[src/rtl/mem_arbiter_pkg.sv]
`default_nettype none
// +-------------------------------------------------------------------------+
// | mem_arbiter_pkg : shared types and helpers for the memory arbiter        |
// | Revision        : 1.0                                                    |
// +-------------------------------------------------------------------------+
package mem_arbiter_pkg;

  typedef enum logic [1:0] {
    ST_IDLE  = 2'd0,
    ST_GRANT = 2'd1,
    ST_RESP  = 2'd2
  } arb_state_t;

  localparam logic c_gnt_i = 1'b0;
  localparam logic c_gnt_d = 1'b1;

  // Counter must be able to hold the full timeout value.
  function automatic int timer_width(input int cycles);
    return $clog2(cycles + 1);
  endfunction

endpackage
`default_nettype wire

[src/rtl/mem_arb_timer.sv]
`default_nettype none
// +-------------------------------------------------------------------------+
// | mem_arb_timer : clear/enable cycle counter with timeout flag             |
// | Revision      : 1.0                                                      |
// +-------------------------------------------------------------------------+
module mem_arb_timer #(
  parameter int TIMEOUT_CYCLES = 16,
  parameter int CNT_W          = 5
) (
  input  logic clk,
  input  logic rst_n,
  input  logic i_clear,
  input  logic i_en,
  output logic o_expired
);

  localparam logic [CNT_W-1:0] c_last = CNT_W'(TIMEOUT_CYCLES - 1);
  localparam logic [CNT_W-1:0] c_max  = CNT_W'(TIMEOUT_CYCLES);

  logic [CNT_W-1:0] r_cnt;

  always_ff @(posedge clk or negedge rst_n) begin
    if (!rst_n) begin
      r_cnt <= '0;
    end else if (i_clear) begin
      r_cnt <= '0;
    end else if (i_en && (r_cnt != c_max)) begin
      r_cnt <= r_cnt + CNT_W'(1);
    end
  end

  // r_cnt holds the enabled cycles already elapsed, so this flags the
  // TIMEOUT_CYCLES-th enabled cycle itself.
  assign o_expired = i_en && (r_cnt == c_last);

endmodule
`default_nettype wire

[src/rtl/mem_arbiter.sv]
`default_nettype none
// +-------------------------------------------------------------------------+
// | mem_arbiter : shares one memory port between CPU fetch (I) and data (D) |
// |               ports, with a bus timeout. Define MEM_ARB_RR_EN for       |
// |               round-robin tie-breaking (default: D over I).             |
// | Revision    : 1.0                                                       |
// +-------------------------------------------------------------------------+
module mem_arbiter
  import mem_arbiter_pkg::*;
#(
  parameter int ADDR_WIDTH     = 32,
  parameter int DATA_WIDTH     = 32,
  parameter int TIMEOUT_CYCLES = 16
) (
  input  logic                    clk,
  input  logic                    btn2,
  input  logic                    i_req,
  input  logic [ADDR_WIDTH-1:0]   i_addr,
  output logic [DATA_WIDTH-1:0]   i_rdata,
  output logic                    i_ready,
  input  logic                    d_req,
  input  logic                    d_we,
  input  logic [DATA_WIDTH/8-1:0] d_wstrb,
  input  logic [ADDR_WIDTH-1:0]   d_addr,
  input  logic [DATA_WIDTH-1:0]   d_wdata,
  output logic [DATA_WIDTH-1:0]   d_rdata,
  output logic                    d_ready,
  output logic                    bus_err,
  output logic                    mem_req,
  output logic                    mem_we,
  output logic [DATA_WIDTH/8-1:0] mem_wstrb,
  output logic [ADDR_WIDTH-1:0]   mem_addr,
  output logic [DATA_WIDTH-1:0]   mem_wdata,
  input  logic [DATA_WIDTH-1:0]   mem_rdata,
  input  logic                    mem_ready
);

  localparam int CNT_W = timer_width(TIMEOUT_CYCLES);

  arb_state_t r_state;
  arb_state_t w_state_nxt;
  logic       r_gnt;
  logic       w_any_req;
  logic       w_prefer_d;
  logic       w_pick;
  logic       w_take;
  logic       w_done;
  logic       w_expired;

  assign w_any_req = i_req | d_req;

`ifdef MEM_ARB_RR_EN
  logic r_last_gnt;

  always_ff @(posedge clk or negedge btn2) begin
    if (!btn2) begin
      r_last_gnt <= c_gnt_i;
    end else if (w_take) begin
      r_last_gnt <= w_pick;
    end
  end

  // On a tie the port not served last wins.
  assign w_prefer_d = (r_last_gnt == c_gnt_i);
`else
  assign w_prefer_d = 1'b1;
`endif

  assign w_pick = (d_req && (!i_req || w_prefer_d)) ? c_gnt_d : c_gnt_i;

  always_ff @(posedge clk or negedge btn2) begin
    if (!btn2) begin
      r_state <= ST_IDLE;
    end else begin
      r_state <= w_state_nxt;
    end
  end

  always_comb begin
    w_state_nxt = r_state;
    w_take      = 1'b0;
    w_done      = 1'b0;
    case (r_state)
      ST_IDLE: begin
        if (w_any_req) begin
          w_take      = 1'b1;
          w_state_nxt = ST_GRANT;
        end
      end
      ST_GRANT: begin
        if (mem_ready || w_expired) begin
          w_done      = 1'b1;
          w_state_nxt = ST_RESP;
        end
      end
      ST_RESP: begin
        w_state_nxt = ST_IDLE;
      end
      default: begin
        w_state_nxt = ST_IDLE;
      end
    endcase
  end

  mem_arb_timer #(
    .TIMEOUT_CYCLES (TIMEOUT_CYCLES),
    .CNT_W          (CNT_W)
  ) u_timer (
    .clk       (clk),
    .rst_n     (btn2),
    .i_clear   (r_state != ST_GRANT),
    .i_en      (r_state == ST_GRANT),
    .o_expired (w_expired)
  );

  always_ff @(posedge clk or negedge btn2) begin
    if (!btn2) begin
      r_gnt     <= c_gnt_i;
      mem_req   <= 1'b0;
      mem_we    <= 1'b0;
      mem_wstrb <= '0;
      mem_addr  <= '0;
      mem_wdata <= '0;
      i_ready   <= 1'b0;
      d_ready   <= 1'b0;
      bus_err   <= 1'b0;
      i_rdata   <= '0;
      d_rdata   <= '0;
    end else begin
      mem_req <= (w_state_nxt == ST_GRANT);
      i_ready <= w_done && (r_gnt == c_gnt_i);
      d_ready <= w_done && (r_gnt == c_gnt_d);
      // mem_ready takes precedence over a coincident timeout.
      bus_err <= w_done && !mem_ready;

      if (w_take) begin
        r_gnt <= w_pick;
        if (w_pick == c_gnt_d) begin
          mem_we    <= d_we;
          mem_wstrb <= d_we ? d_wstrb : '0;
          mem_addr  <= d_addr;
          mem_wdata <= d_wdata;
        end else begin
          mem_we    <= 1'b0;
          mem_wstrb <= '0;
          mem_addr  <= i_addr;
          mem_wdata <= '0;
        end
      end

      if (w_done) begin
        if (r_gnt == c_gnt_i) begin
          i_rdata <= mem_ready ? mem_rdata : '0;
        end else begin
          d_rdata <= (mem_ready && !mem_we) ? mem_rdata : '0;
        end
      end
    end
  end

endmodule
`default_nettype wire

[config.mk]
export PLATFORM = sky130hd
export DESIGN_NAME = mem_arbiter
export DESIGN_NICKNAME = d
export VERILOG_FILES = /design/src/rtl/mem_arbiter_pkg.sv /design/src/rtl/mem_arb_timer.sv /design/src/rtl/mem_arbiter.sv
export SDC_FILE = /design/constraint.sdc
export NUM_CORES = 1
export LEC_CHECK = 0
export CORE_UTILIZATION = 42
export DETAILED_ROUTE_END_ITERATION = 12
export HOLD_SLACK_MARGIN = 0.1
export PLACE_DENSITY = 0.8
export REMOVE_ABC_BUFFERS = 1
export SYNTH_ARGS = -nofsm -noshare
export SYNTH_HDL_FRONTEND = slang
export SYNTH_SLANG_ARGS = --single-unit
[constraint.sdc]
create_clock -name clk -period 2.1 [get_ports clk]
set_input_delay 0.315 -clock clk [delete_from_list [all_inputs] [get_ports clk]]
set_output_delay 0.315 -clock clk [all_outputs]
set_load 0.005 [all_outputs]
== Word level (Yosys, flattened, before mapping) ==
Cells that the tools add are included.
Storage, ports and cells
  input port bits: 138
  flip-flop bits (word level): 145
  output and inout port bits: 137
  word-level logic and storage cells: 51
Cells by class
  reduce and logical (&&, ||, !) cells: 13
  bitwise logic cells: 2
  muxes and demuxes: 17
  $add $sub $neg: 1
  equal/unequal tests: 5
Operator list (number)
  $mux 32: 4
  $mux 5: 2
  $mux 4: 2
  $logic_and 1x1->1: 6
  $mux 1: 6
  $add 5x1->5 const B: 1
  $eq 5x4->1 const B: 1
  $ne 5x5->1 const B: 1
  $eq 2x1->1 const B: 2
  $mux 2: 2
  $pmux 2 s2: 1
  $reduce_and 2->1: 2
  $logic_not 1->1: 2
  $logic_not 2->1: 1
  $ne 2x1->1 const B: 1
  $reduce_bool 2->1: 1
  $logic_or 1x1->1: 1
  $not 1->1: 1
  $or 1x1->1: 1

== Depth between registers and ports, before layout ==
  word-level depth: 6
  depth in mapped cells: 8
  depth with buffers taken out: 6

== Hierarchy ==
From an unflattened synthesis, not the netlist that was laid out.
Second synthesis, totals
  cells, all modules: 510
  area, all modules: 6308.6 µm²
Modules (own cells, without submodules)
  mem_arbiter: instances 1, cells each 479, sequential area each 3503.4 µm², area an instance 6009.5 µm²
  mem_arb_timer: instances 1, cells each 31, sequential area each 125.1 µm², area an instance 299.0 µm²

== Worst setup path before layout ==
Ideal clock, no wire load.
  kind: reg-to-reg
  from: register u_timer.r_cnt[1]
  to: register i_rdata[10]
  arrival: 1711 ps
  stages on the path, launching flop included: 8
  path slack: 309 ps
  period minus slack after synthesis: 1791 ps
  path buffers: 1
  required time: 2021 ps
  library setup time: 79 ps
  cell sequence: dfrtp_1 -> ha_1 -> and3_1 -> ha_1 -> nor2_4 -> nor3_4 -> buf_8 -> mux2i_1
On the way
  word-level cells in the longest chain between the ends: 6
Ends and longest elaborated chain
  start, declared: line mem_arb_timer.sv:20  | logic [CNT_W-1:0] r_cnt;
  start signal, assigned: line mem_arb_timer.sv:28  | r_cnt <= r_cnt + CNT_W'(1);
  $eq 5x4->1: line mem_arb_timer.sv:34  | assign o_expired = i_en && (r_cnt == c_last);
  $logic_and 1x1->1: line mem_arb_timer.sv:34
  $logic_or 1x1->1: line mem_arbiter.sv:91  | if (mem_ready || w_expired) begin
  $mux 1: line mem_arbiter.sv:91
  $mux 1: line mem_arbiter.sv:83  | case (r_state)
  $reduce_and 2->1 (no line)
  end signal, assigned: line mem_arbiter.sv:153  | i_rdata <= mem_ready ? mem_rdata : '0;
  end, declared: line mem_arbiter.sv:19  | output logic [DATA_WIDTH-1:0] i_rdata,
No other way between the ends.
A chain may end at the register's enable or synchronous reset.

== Worst setup path after layout ==
  from: register u_timer.r_cnt[1]
  to: register d_rdata[12]
On the way
  word-level cells in the longest chain between the ends: 6
Ends and longest elaborated chain
  $eq 5x4->1: line mem_arb_timer.sv:34
  $logic_and 1x1->1: line mem_arb_timer.sv:34
  $logic_or 1x1->1: line mem_arbiter.sv:91
  $mux 1: line mem_arbiter.sv:91
  $mux 1: line mem_arbiter.sv:83
  $reduce_and 2->1 (no line)
  end signal, assigned: line mem_arbiter.sv:155  | d_rdata <= (mem_ready && !mem_we) ? mem_rdata : '0;
  end, declared: line mem_arbiter.sv:26  | output logic [DATA_WIDTH-1:0] d_rdata,
No other way between the ends.

==> flow_metrics.py <==
metrics = {
    "layout": {
        "nets": 922,
        "nFillCells": 1051,
        "area_growth_pct": 57.3,
        "multiInputGateArea_um2": 2180,
        "register_area_um2": 3630,
        "drive_above_1_share_pct": 14.8,
        "final_cell_area_um2": 9900,
    },
    "global_route": {
        "gr-usage-met2_pct": 40.9,
        "grt_use_met3_pct": 9.11,
        "grt_use_total_pct": 24.4,
        "overflow": 0,
        "grt_pass1_vias": 5296,
        "grt_pass1_wl_um": 28700,
        "grt-busiest-layer": "met2",
        "grt_max_degree": 64,
        "antenna_found_initial": 1,
        "grtUsageMet1_pct": 27.5,
    },
    "sta": {
        "min_period_over_period_pct": 93.3,
        "slew-limit-headroom_pct": 60.4,
        "rsz0062_at_grt": "no",
        "worstMarginPinSlew_ps": 594,
        "setup_viol": 0,
        "layout_setup_ws_ps": 141,
        "hold_viol_final": 0,
        "drv_slew": 0,
        "finClkSkew_ps": 12.0,
        "timing.fmax_mhz": 511,
        "final.min_clock_period_ps": 1960,
    },
    "synthesis": {
        "seq_area_frac_synth_pct": 57.6,
        "synth.distinct_cells": 32,
        "postSynthCellCount": 501,
        "syn_area_per_cell_um2": 12.6,
        "yosys_warnings": 0,
        "ys_seq_elements": 145,
        "syn_area_um2": 6300,
    },
    "power_and_ir_drop": {
        "power_uw": 13000,
        "power_density_nw_per_um2": 1320,
        "peakVddDrop_v": 0.000726,
        "p_leak_uw": 0.00425,
    },
    "cts": {
        "clock_latency_ps": 420,
        "clkTransAtPathRegs_ps": 60,
        "cts_buffer_depth": 2,
        "cts_sinks": 145,
        "cts_tree": "done",
        "cts_resized": 0,
        "cts-root-buf": "clkbuf_16",
        "ctsHoldBuffers": 1,
        "post_cts_buffers": 0,
        "cts_inserted_buffers": 17,
        "htree_levels": 4,
    },
    "setup_path": {
        "critPathBufInv": 1,
        "critPathCaptureType": "flop",
        "critical_path_class": "reg2reg",
        "critical_path.cell_chain": "ha_1 > and3_1 > ha_1 > nor2_4 > nor3b_4 > buf_12 > mux2i_1",
        "slowest_stage": "dfrtp_1",
        "r2r_slack_ps": 140,
        "critPathMaxStageDelay_ps": 390,
        "crit_top_cell": "ha_1",
        "startpoint_type": "flop",
        "cp.arrival_ps": 2280,
        "cpLargestDelayFamily": "simple AND/OR/NAND/NOR gates",
        "required_ps": 2420,
        "worstPathMaxFanout": 24,
    },
    "run": {
        "maxCapViolCount": 0,
    },
    "placed_design": {
        "dp_hpwl_um": 13200,
        "port_buffers": 274,
        "gp_congestion": 0.841,
        "dpl_cell_area_um2": 9260,
        "dp_slack_ps": 150,
    },
    "die": {
        "dieArea_um2": 15500,
        "initial_core_util_pct": 43.2,
        "design.core.area_um2": 14600,
        "fp.dieW_um": 124,
        "die_h_um": 124,
        "rows": 44,
        "io_pins": 275,
    },
    "routing": {
        "drt_iter0_drc": 259,
        "vias": 4902,
        "wl_um": 18300,
        "first_pass_iters": 4,
        "wl_per_cell_um": 18.7,
        "drcViolationCount": 0,
        "detail-route-antenna-nets": 0,
        "viasPerCell": 5.01,
    },
    "run_status": {
        "status": "finished clean",
    },
    "min_path": {
        "hp-class": "in2async",
    },
}
## cell type report
| cell class | instances | share of cell area (%) |
|---|---|---|
| antenna | 2 | 0.0505 |
| clock buffer | 23 | 5.03 |
| clock inverter | 8 | 1.26 |
| inverter | 68 | 2.58 |
| multi-input combinational | 257 | 22.0 |
| sequential | 145 | 36.6 |
| tap | 184 | 2.32 |
| timing repair buffer | 292 | 30.1 |
## path summary, 6_finish.rpt
check,from,to,cells past startpoint
max in group asynchronous,btn2,i_rdata[30]$_DFFE_PN0P_,3
worst min-delay path,btn2,mem_wdata[30]$_DFFE_PN0P_,2
worst max register to register,u_timer.r_cnt[1]$_DFFE_PN0P_,d_rdata[12]$_DFFE_PN0P_,7
worst min register to register,mem_wstrb[1]$_DFFE_PN0P_,mem_wstrb[1]$_DFFE_PN0P_,1
min in group clk,mem_rdata[2],d_rdata[2]$_DFFE_PN0P_,3
worst max-delay path,u_timer.r_cnt[1]$_DFFE_PN0P_,d_rdata[12]$_DFFE_PN0P_,7
## metal layers
metal | vias up | share of wire (%)
met2 | 226 | 49
met5 | - | 0
met4 | 0 | 3.2
met3 | 36 | 9.1
met1 | 2410 | 38
li1 | 2230 | -
## synthesized netlist by cell type, drive strengths merged
master,number,area [um2]
nand3,1,5.00
and2,1,6.26
nand2b,1,13.8
clkbuf,5,18.8
o31ai,2,15.0
xnor2,2,17.5
a22o,33,289
ha,3,37.5
inv,68,255
mux2,64,721
nor2b,1,6.26
nor3,2,21.3
a21oi,1,5.00
and4bb,1,12.5
xor2,1,8.76
buf,26,224
nor3b,2,20.0
dfrtp,145,3630
nor2,6,30.0
mux2i,65,651
a32o,4,40.0
and3,1,6.26
o21ai,1,16.3
a21o,1,7.51
nand2,64,240
## report_power, final
| part | switching [uW] | internal [uW] |
|---|---|---|
| combinational | 1960 | 3270 |
| sequential | 688 | 3960 |
| clock | 1130 | 2020 |
| total | 3780 | 9250 |
## sequential cells by signal, indices dropped and copies added (netlist names)
signal         cells
i_ready            1
r_gnt              1
mem_wstrb          4
r_state            2
d_ready            1
mem_wdata         32
d_rdata           32
bus_err            1
mem_req            1
i_rdata           32
u_timer.r_cnt      5
mem_we             1
mem_addr          32
## metrics by stage
stage | util (%) | hold WS (ps) | setup TNS [ps] | cells
3_3_place_gp | 63.5 | 334 | 0 | 945
4_1_cts | 67.8 | 453 | 0 | 977
2_1_floorplan | - | 19.4 | -49940 | 470
3_5_place_dp | 63.5 | 346 | 0 | 945
5_1_grt | 67.9 | 479 | 0 | 978
6_report | 67.9 | 447 | 0 | 979
## placed cells by master, fill, tap and decap left out, drive strengths merged
master	count
clkdlybuf4s50	273
dlygate4sd3	1
a32o	4
nor3b	2
nand3	1
a22o	33
o31ai	2
xnor2	2
nor2b	1
and3	1
clkinvlp	1
nand2	64
a21oi	1
mux2i	65
buf	18
inv	69
xor2	1
diode	2
bufinv	3
dfrtp	145
nor2	6
o21ai	1
clkbuf	23
mux2	64
clkinv	3
nand2b	1
and4bb	1
nor3	2
a21o	1
ha	3
and2	1
## logic make-up (layout without fill, tap and decap cells)
group                      Yosys count  in the layout  share of synthesized area [%]
DFF                                145            145                           57.6
muxes                              129            129                           21.8
buffers and inverters               99            391                           7.91
and+or+nand+nor                     80             80                           5.74
AOI/OAI and AO/OA                   42             42                           5.92
adders and majority gates            3              3                          0.596
xor gates and xnor gates             3              3                          0.417
other                                0              2                              0
Note: power is estimated with default switching activity, not from simulation.
